File: config.mk
export PLATFORM = sky130hd
export DESIGN_NAME = seg_hex_disp_flat
export DESIGN_NICKNAME = d
export VERILOG_FILES = /design/src/rtl/seg_pkg.sv /design/src/rtl/seg_hex_disp_if.sv /design/src/rtl/seg_hex_dec.sv /design/src/rtl/seg_hex_disp.sv /design/src/flat_wrapper.sv
export SDC_FILE = /design/constraint.sdc
export NUM_CORES = 1
export LEC_CHECK = 0
export CAP_MARGIN = 20
export CORE_MARGIN = 3
export CORE_UTILIZATION = 50
export CTS_CLUSTER_SIZE = 28
export DETAILED_ROUTE_END_ITERATION = 8
export PLACE_DENSITY = 0.73
export SKIP_CTS_REPAIR_TIMING = 1
export SLEW_MARGIN = 20
export SYNTH_ARGS = -nofsm -noshare
export SYNTH_HDL_FRONTEND = slang
export SYNTH_HIERARCHICAL = 1
export SYNTH_SLANG_ARGS = --single-unit
File: constraint.sdc
create_clock -name clk -period 2.8 [get_ports clk]
set_clock_uncertainty 0.15 [all_clocks]
set_input_delay 0.84 -clock clk [delete_from_list [all_inputs] [get_ports clk]]
set_output_delay 0.84 -clock clk [all_outputs]
set_load 0.005 [all_outputs]
File: src/rtl/seg_pkg.sv
// seg_pkg: shared constants for the seven-segment display path.
// Segment codes are active-low, bit order {dp,g,f,e,d,c,b,a}; dp is always off.
package seg_pkg;

  localparam logic [7:0] SEG_OFF = 8'hFF;

  localparam logic [7:0] SEG_LUT [16] = '{
    8'hC0, 8'hF9, 8'hA4, 8'hB0, 8'h99, 8'h92, 8'h82, 8'hF8,
    8'h80, 8'h90, 8'h88, 8'h83, 8'hC6, 8'hA1, 8'h86, 8'h8E
  };

  function automatic logic [7:0] hex2seg(input logic [3:0] nib);
    return SEG_LUT[nib];
  endfunction

endpackage

File: src/rtl/seg_hex_disp_if.sv
// seg_hex_disp_if: value/strobe/blank inputs and scanned segment/digit outputs.
// Handshake: din_vld is a one-cycle strobe with no ready; din is captured on
// every rising clk edge where din_vld=1, the last strobe before a frame
// boundary wins. seg/sel are registered, active-low.
interface seg_hex_disp_if #(
  parameter int DIGITS = 4
);
  logic [4*DIGITS-1:0] din;
  logic                din_vld;
  logic                blank;
  logic [7:0]          seg;
  logic [DIGITS-1:0]   sel;

  modport master (output din, output din_vld, output blank, input seg, input sel);
  modport slave  (input din, input din_vld, input blank, output seg, output sel);
endinterface

File: src/rtl/seg_hex_dec.sv
// seg_hex_dec: combinational nibble to active-low segment code.
module seg_hex_dec
  import seg_pkg::*;
(
  input  logic [3:0] i_nib,
  output logic [7:0] o_seg
);

  // Table lookup through the shared decode function.
  always_comb o_seg = hex2seg(i_nib);

endmodule

File: src/rtl/seg_hex_disp.sv
// seg_hex_disp: multiplexed common-anode hex display driver with per-slot
// dead-time and frame-boundary value loading (no tearing).
// Optional feature: define SEG_LZ_SUPPRESS_EN for leading-zero suppression.
module seg_hex_disp
  import seg_pkg::*;
#(
  parameter int CLK_FREQ = 50_000_000,
  parameter int SCAN_HZ  = 1000,
  parameter int DIGITS   = 4,
  parameter int DEAD_CYC = 16
) (
  input  logic         clk,
  input  logic         rst_n,
  seg_hex_disp_if.slave bus
);

  localparam int SCAN_DIV = CLK_FREQ / (SCAN_HZ * DIGITS);
  localparam int CNT_W    = $clog2(SCAN_DIV);
  localparam int IDX_W    = (DIGITS > 1) ? $clog2(DIGITS) : 1;

  if (!((SCAN_DIV > DEAD_CYC) && (SCAN_DIV >= 2))) begin : g_bad_cfg
    $error("seg_hex_disp: SCAN_DIV must exceed DEAD_CYC and be at least 2");
  end

  logic [CNT_W-1:0]    r_div_cnt;
  logic [IDX_W-1:0]    r_dig_idx;
  logic [4*DIGITS-1:0] r_shadow;
  logic [4*DIGITS-1:0] r_frame;
  logic [7:0]          r_seg;
  logic [DIGITS-1:0]   r_sel;

  logic                w_wrap;
  logic                w_last_dig;
  logic                w_dead;
  logic [3:0]          w_nib;
  logic [7:0]          w_dec_seg;
  logic [DIGITS-1:0]   w_sel_lit;
  logic                w_lz;

  // Slot/frame position decode from the current state.
  always_comb begin
    w_wrap     = (r_div_cnt == CNT_W'(SCAN_DIV - 1));
    w_last_dig = (r_dig_idx == IDX_W'(DIGITS - 1));
    w_dead     = (r_div_cnt < CNT_W'(DEAD_CYC));
    w_sel_lit  = ~(DIGITS'(1) << r_dig_idx);
  end

  // Free-running slot divider and digit index.
  always_ff @(posedge clk or negedge rst_n) begin
    if (!rst_n) begin
      r_div_cnt <= '0;
      r_dig_idx <= '0;
    end else if (w_wrap) begin
      r_div_cnt <= '0;
      r_dig_idx <= w_last_dig ? '0 : r_dig_idx + 1'b1;
    end else begin
      r_div_cnt <= r_div_cnt + 1'b1;
    end
  end

  // Strobe capture into shadow; shadow moves to frame only at frame end.
  always_ff @(posedge clk or negedge rst_n) begin
    if (!rst_n) begin
      r_shadow <= '0;
      r_frame  <= '0;
    end else begin
      if (bus.din_vld) r_shadow <= bus.din;
      if (w_wrap && w_last_dig) r_frame <= r_shadow;
    end
  end

  // Select the frame nibble for the digit being scanned.
  always_comb begin
    w_nib = 4'h0;
    for (int i = 0; i < DIGITS; i++) begin
      if (r_dig_idx == IDX_W'(i)) w_nib = r_frame[4*i +: 4];
    end
  end

  seg_hex_dec u_dec (
    .i_nib (w_nib),
    .o_seg (w_dec_seg)
  );

`ifdef SEG_LZ_SUPPRESS_EN
  logic w_zero_run;

  // Blank digit i>0 when it and every more significant nibble are zero.
  always_comb begin
    w_zero_run = 1'b1;
    w_lz       = 1'b0;
    for (int i = DIGITS - 1; i >= 1; i--) begin
      w_zero_run = w_zero_run && (r_frame[4*i +: 4] == 4'h0);
      if (r_dig_idx == IDX_W'(i)) w_lz = w_zero_run;
    end
  end
`else
  // All digits always decode.
  always_comb w_lz = 1'b0;
`endif

  // Registered outputs: dark during blank or dead-time, else one digit lit.
  always_ff @(posedge clk or negedge rst_n) begin
    if (!rst_n) begin
      r_seg <= SEG_OFF;
      r_sel <= '1;
    end else if (bus.blank || w_dead) begin
      r_seg <= SEG_OFF;
      r_sel <= '1;
    end else begin
      r_seg <= w_lz ? SEG_OFF : w_dec_seg;
      r_sel <= w_sel_lit;
    end
  end

  assign bus.seg = r_seg;
  assign bus.sel = r_sel;

endmodule

File: src/flat_wrapper.sv
// flat-port wrapper written by rule: the top's interface ports become plain ports
module seg_hex_disp_flat import seg_pkg::*;
#(
  parameter int CLK_FREQ = 50_000_000,
  parameter int SCAN_HZ  = 1000,
  parameter int DIGITS   = 4,
  parameter int DEAD_CYC = 16
)
  (clk, rst_n, bus_din, bus_din_vld, bus_blank, bus_seg, bus_sel);
  seg_hex_disp_if #(.DIGITS(DIGITS)) bus_i ();
  input  logic clk;
  input  logic rst_n;
  input wire logic [$bits(bus_i.din)-1:0] bus_din;
  input wire logic [$bits(bus_i.din_vld)-1:0] bus_din_vld;
  input wire logic [$bits(bus_i.blank)-1:0] bus_blank;
  output wire logic [$bits(bus_i.seg)-1:0] bus_seg;
  output wire logic [$bits(bus_i.sel)-1:0] bus_sel;
  assign bus_i.din = bus_din;
  assign bus_i.din_vld = bus_din_vld;
  assign bus_i.blank = bus_blank;
  assign bus_seg = bus_i.seg;
  assign bus_sel = bus_i.sel;
  seg_hex_disp #(.CLK_FREQ(CLK_FREQ), .SCAN_HZ(SCAN_HZ), .DIGITS(DIGITS), .DEAD_CYC(DEAD_CYC)) u_core (.clk(clk), .rst_n(rst_n), .bus(bus_i));
endmodule
==> impl_metrics.ini, run 1 <==
[global_routing]
antenna_found_initial = 0
track_usage_pct = 16.6
overflow = 0
grt_pass1_vias = 1800
grt_max_degree = 40
grt_first_pass_wirelength_mm = 8.23

[route]
first_iter_violations = 95
wl_per_cell_um = 13.5
drtPass1Iterations = 4
viasPerCell = 5.23
ant_nets = 0
dr_total_vias = 1821
drcViolationCount = 0
wl_mm = 4.68

[critical_path]
cp-start-kind = register
critPathKind = reg2reg
arrival_ns = 2.69
critical-path-max-stage-delay_ns = 0.45
path_cells = inv_1 -> ha_1 -> nand3b_1 -> a21oi_1 -> a21oi_1 -> o21ai_1 -> inv_1 -> ha_1 -> inv_1 -> mux4_1 -> nand2b_1
crit_slowest_cell = mux4_1
worstPathMaxFanout = 9
end_kind = register
critPathRequiredTime_ns = 2.91
crit_top_cell = inv_1

[cells_and_area]
multi_input_area_um2 = 1240
fin_nets = 305
fin_area_um2 = 3430
antennaDiodeCount = 0
drive_gt1_share_pct = 28.1
postLayoutCoreUtil_pct = 64.2
regArea_um2 = 1520
area_delta_synth_final_pct = 19.5
final_cells = 348
fill_cells = 444

[clock_tree]
cts_sinks = 60
cts_root_buf = clkbuf_8
cts_max_level = 3
cts_tree = done
numCtsBuffers = 9
cts_max_path_buffers = 2
clk_pin_slew_worst_paths_ns = 0.07
clock_latency_ns = 0.33

[yosys]
ys_async_sr_fraction_pct = 100
synth.area.top_cells = dfrtp_1 42%, dfstp_2 11%, mux2_2 9.4%
yosysMostFrequentCell = dfrtp_1
seq_area_frac_synth_pct = 52.9
avgSynthCellArea_um2 = 12.3
synth_common_cells = 48 x dfrtp_1, 24 x mux2_2, 16 x nor2_1
ys_warn_count = 6
synthFlopType = dfrtp_1
synthCells = 234
yosys.area.top_type = dfrtp_1
ys_ff_latch = 60
yosys.cell_types.count = 43
synth_edf_count = 0
syn_nets = 266
netlist_area_um2 = 2870
yosysTopAreaCellShare_pct = 41.9

[pwr]
seqPwrFrac_pct = 55.2
irDropWorstVdd_uv = 406
totalPowerFinal_mw = 1.66
swShare_pct = 21.5
clockPowerShare_pct = 39.1
switchingPower_mw = 0.356
p_leak_nw = 1.49
power_density_nw_per_um2 = 483
internal-power_mw = 1.30
power_frac_comb_pct = 5.7

[sta]
fin_ws_ns = 0.217
tns_ns = 0
slew_violations = 0
clock.fmax_mhz = 387
setup_viol = 0
period_share_pct = 92.3
rsz0062_at_grt = no
whs_ns = 0.317
hold_viol = 0
layout_min_cycle_time_ns = 2.58

[die]
core_area_um2 = 5340
die_area_um2 = 6680
io_pins = 32
initial_utilization_pct = 53.8
rows = 26
die_height_um = 81.7
die_w_um = 81.7

[placement]
portBuffers = 31
hpwl_mm = 3.47
place_area_um2 = 3260
gp_congestion = 0.850
post-place-ws_ns = 0.164
placed_cells = 332

[worst_hold_path]
hold_path_class = in2async

[run]
maxCapViolCount = 0

[status]
outcome = finished, final reports clean
## cells in the final DEF (no fill, tap or decap), types with 2 or more instances in the layout
master	n
a21oi_1	9
and4_2	2
buf_4	7
clkbuf_8	10
clkdlybuf4s50_1	30
clkinv_2	4
dfrtp_1	48
dfstp_2	12
ha_1	12
inv_1	10
mux2_2	24
mux2_4	11
mux2i_1	3
nand2_1	15
nand2b_1	7
nand3_1	9
nand3b_1	4
nand4_1	3
nor2_1	16
o21ai_0	4
o21ai_1	2
o221ai_1	3
or2b_1	3
xnor2_1	4
xor2_1	6
## final cells by class
| cell class | instances | area share (%) |
|---|---|---|
| timing repair buffer | 39 | 11.0 |
| sequential | 60 | 44.2 |
| inverter | 10 | 1.10 |
| clock buffer | 11 | 4.13 |
| multi-input combinational | 153 | 36.1 |
| tap | 70 | 2.56 |
| clock inverter | 5 | 0.803 |
## power groups by stage
stage               combinational [mW]  clock (mW)  sequential [mW]
floorplan                       0.0353           0            0.926
global placement                0.0956           0            0.929
detailed placement              0.0975           0            0.931
CTS                             0.0975       0.675            0.915
global route                     0.106       0.711            0.918
finish                          0.0946       0.647            0.914
## state kept, by name (all words and copies together), names as in the netlist
name              flops
u_core/r_frame       16
u_core/r_shadow      16
u_core/r_div_cnt     14
u_core/bus.seg        8
u_core/bus.sel        4
u_core/r_dig_idx      2
## final timing paths
| check | startpoint | to | slack [ns] | cells past startpoint |
|---|---|---|---|---|
| max | u_core/r_dig_idx[1]$_DFFE_PN0N_ | u_core/bus.seg[3]$_DFF_PN1_ | 0.22 | 11 |
| min reg2reg | u_core/r_div_cnt[0]$_DFF_PN0_ | u_core/r_div_cnt[0]$_DFF_PN0_ | 0.35 | 1 |
| max reg2reg | u_core/r_dig_idx[1]$_DFFE_PN0N_ | u_core/bus.seg[3]$_DFF_PN1_ | 0.22 | 11 |
| min in group clk | u_core/r_div_cnt[0]$_DFF_PN0_ | u_core/r_div_cnt[0]$_DFF_PN0_ | 0.35 | 1 |
| max in group asynchronous | rst_n | u_core/r_frame[6]$_DFFE_PN0P_ | 1.62 | 2 |
| min | rst_n | u_core/r_frame[12]$_DFFE_PN0P_ | 0.32 | 1 |
## cells by family after synthesis
| family | share of synthesized area, % |
|---|---|
| AO/OA/AOI/OAI | 4.89 |
| XOR/XNOR | 3.05 |
| adder cells (fa/ha/maj) | 5.24 |
| buffers and inverters | 3.93 |
| flip-flops | 52.9 |
| multiplexers | 17.1 |
| other | 0.131 |
| AND/OR/NAND/NOR | 12.7 |
## worst max-delay path, delay by kind of cell, from the launching register on
| kind | cells | cell delay, ns |
|---|---|---|
| adder cells (fa/ha/maj) | 2 | 0.56 |
| multiplexers | 1 | 0.45 |
| flip-flops | 1 | 0.39 |
| AO/OA/AOI/OAI | 3 | 0.35 |
| AND/OR/NAND/NOR | 2 | 0.34 |
| buffers and inverters | 3 | 0.25 |
## routing by layer
metal / GRT usage [%] / vias to the layer above / wire (um) / part of all wire (%)
li1: - / 889 / - / -
met1: 21.5 / 872 / 2240 / 48
met2: 25.0 / 49 / 2130 / 46
met3: 4.06 / 11 / 209 / 4.5
met4: 10.5 / 0 / 99 / 2.1
met5: 0 / - / 0 / 0
Power figures use the tool's default switching activity.
==> run 2: changes to the inputs <==
--- a/config.mk
+++ b/config.mk
@@ -10,6 +10,7 @@
 export CORE_UTILIZATION = 50
 export CTS_CLUSTER_SIZE = 28
 export DETAILED_ROUTE_END_ITERATION = 8
+export HOLD_SLACK_MARGIN = 0.08
 export PLACE_DENSITY = 0.73
 export SKIP_CTS_REPAIR_TIMING = 1
 export SLEW_MARGIN = 20
==> results of run 2 <==
Same layout as run 1: the final DEF is identical, and so are final timing and power.
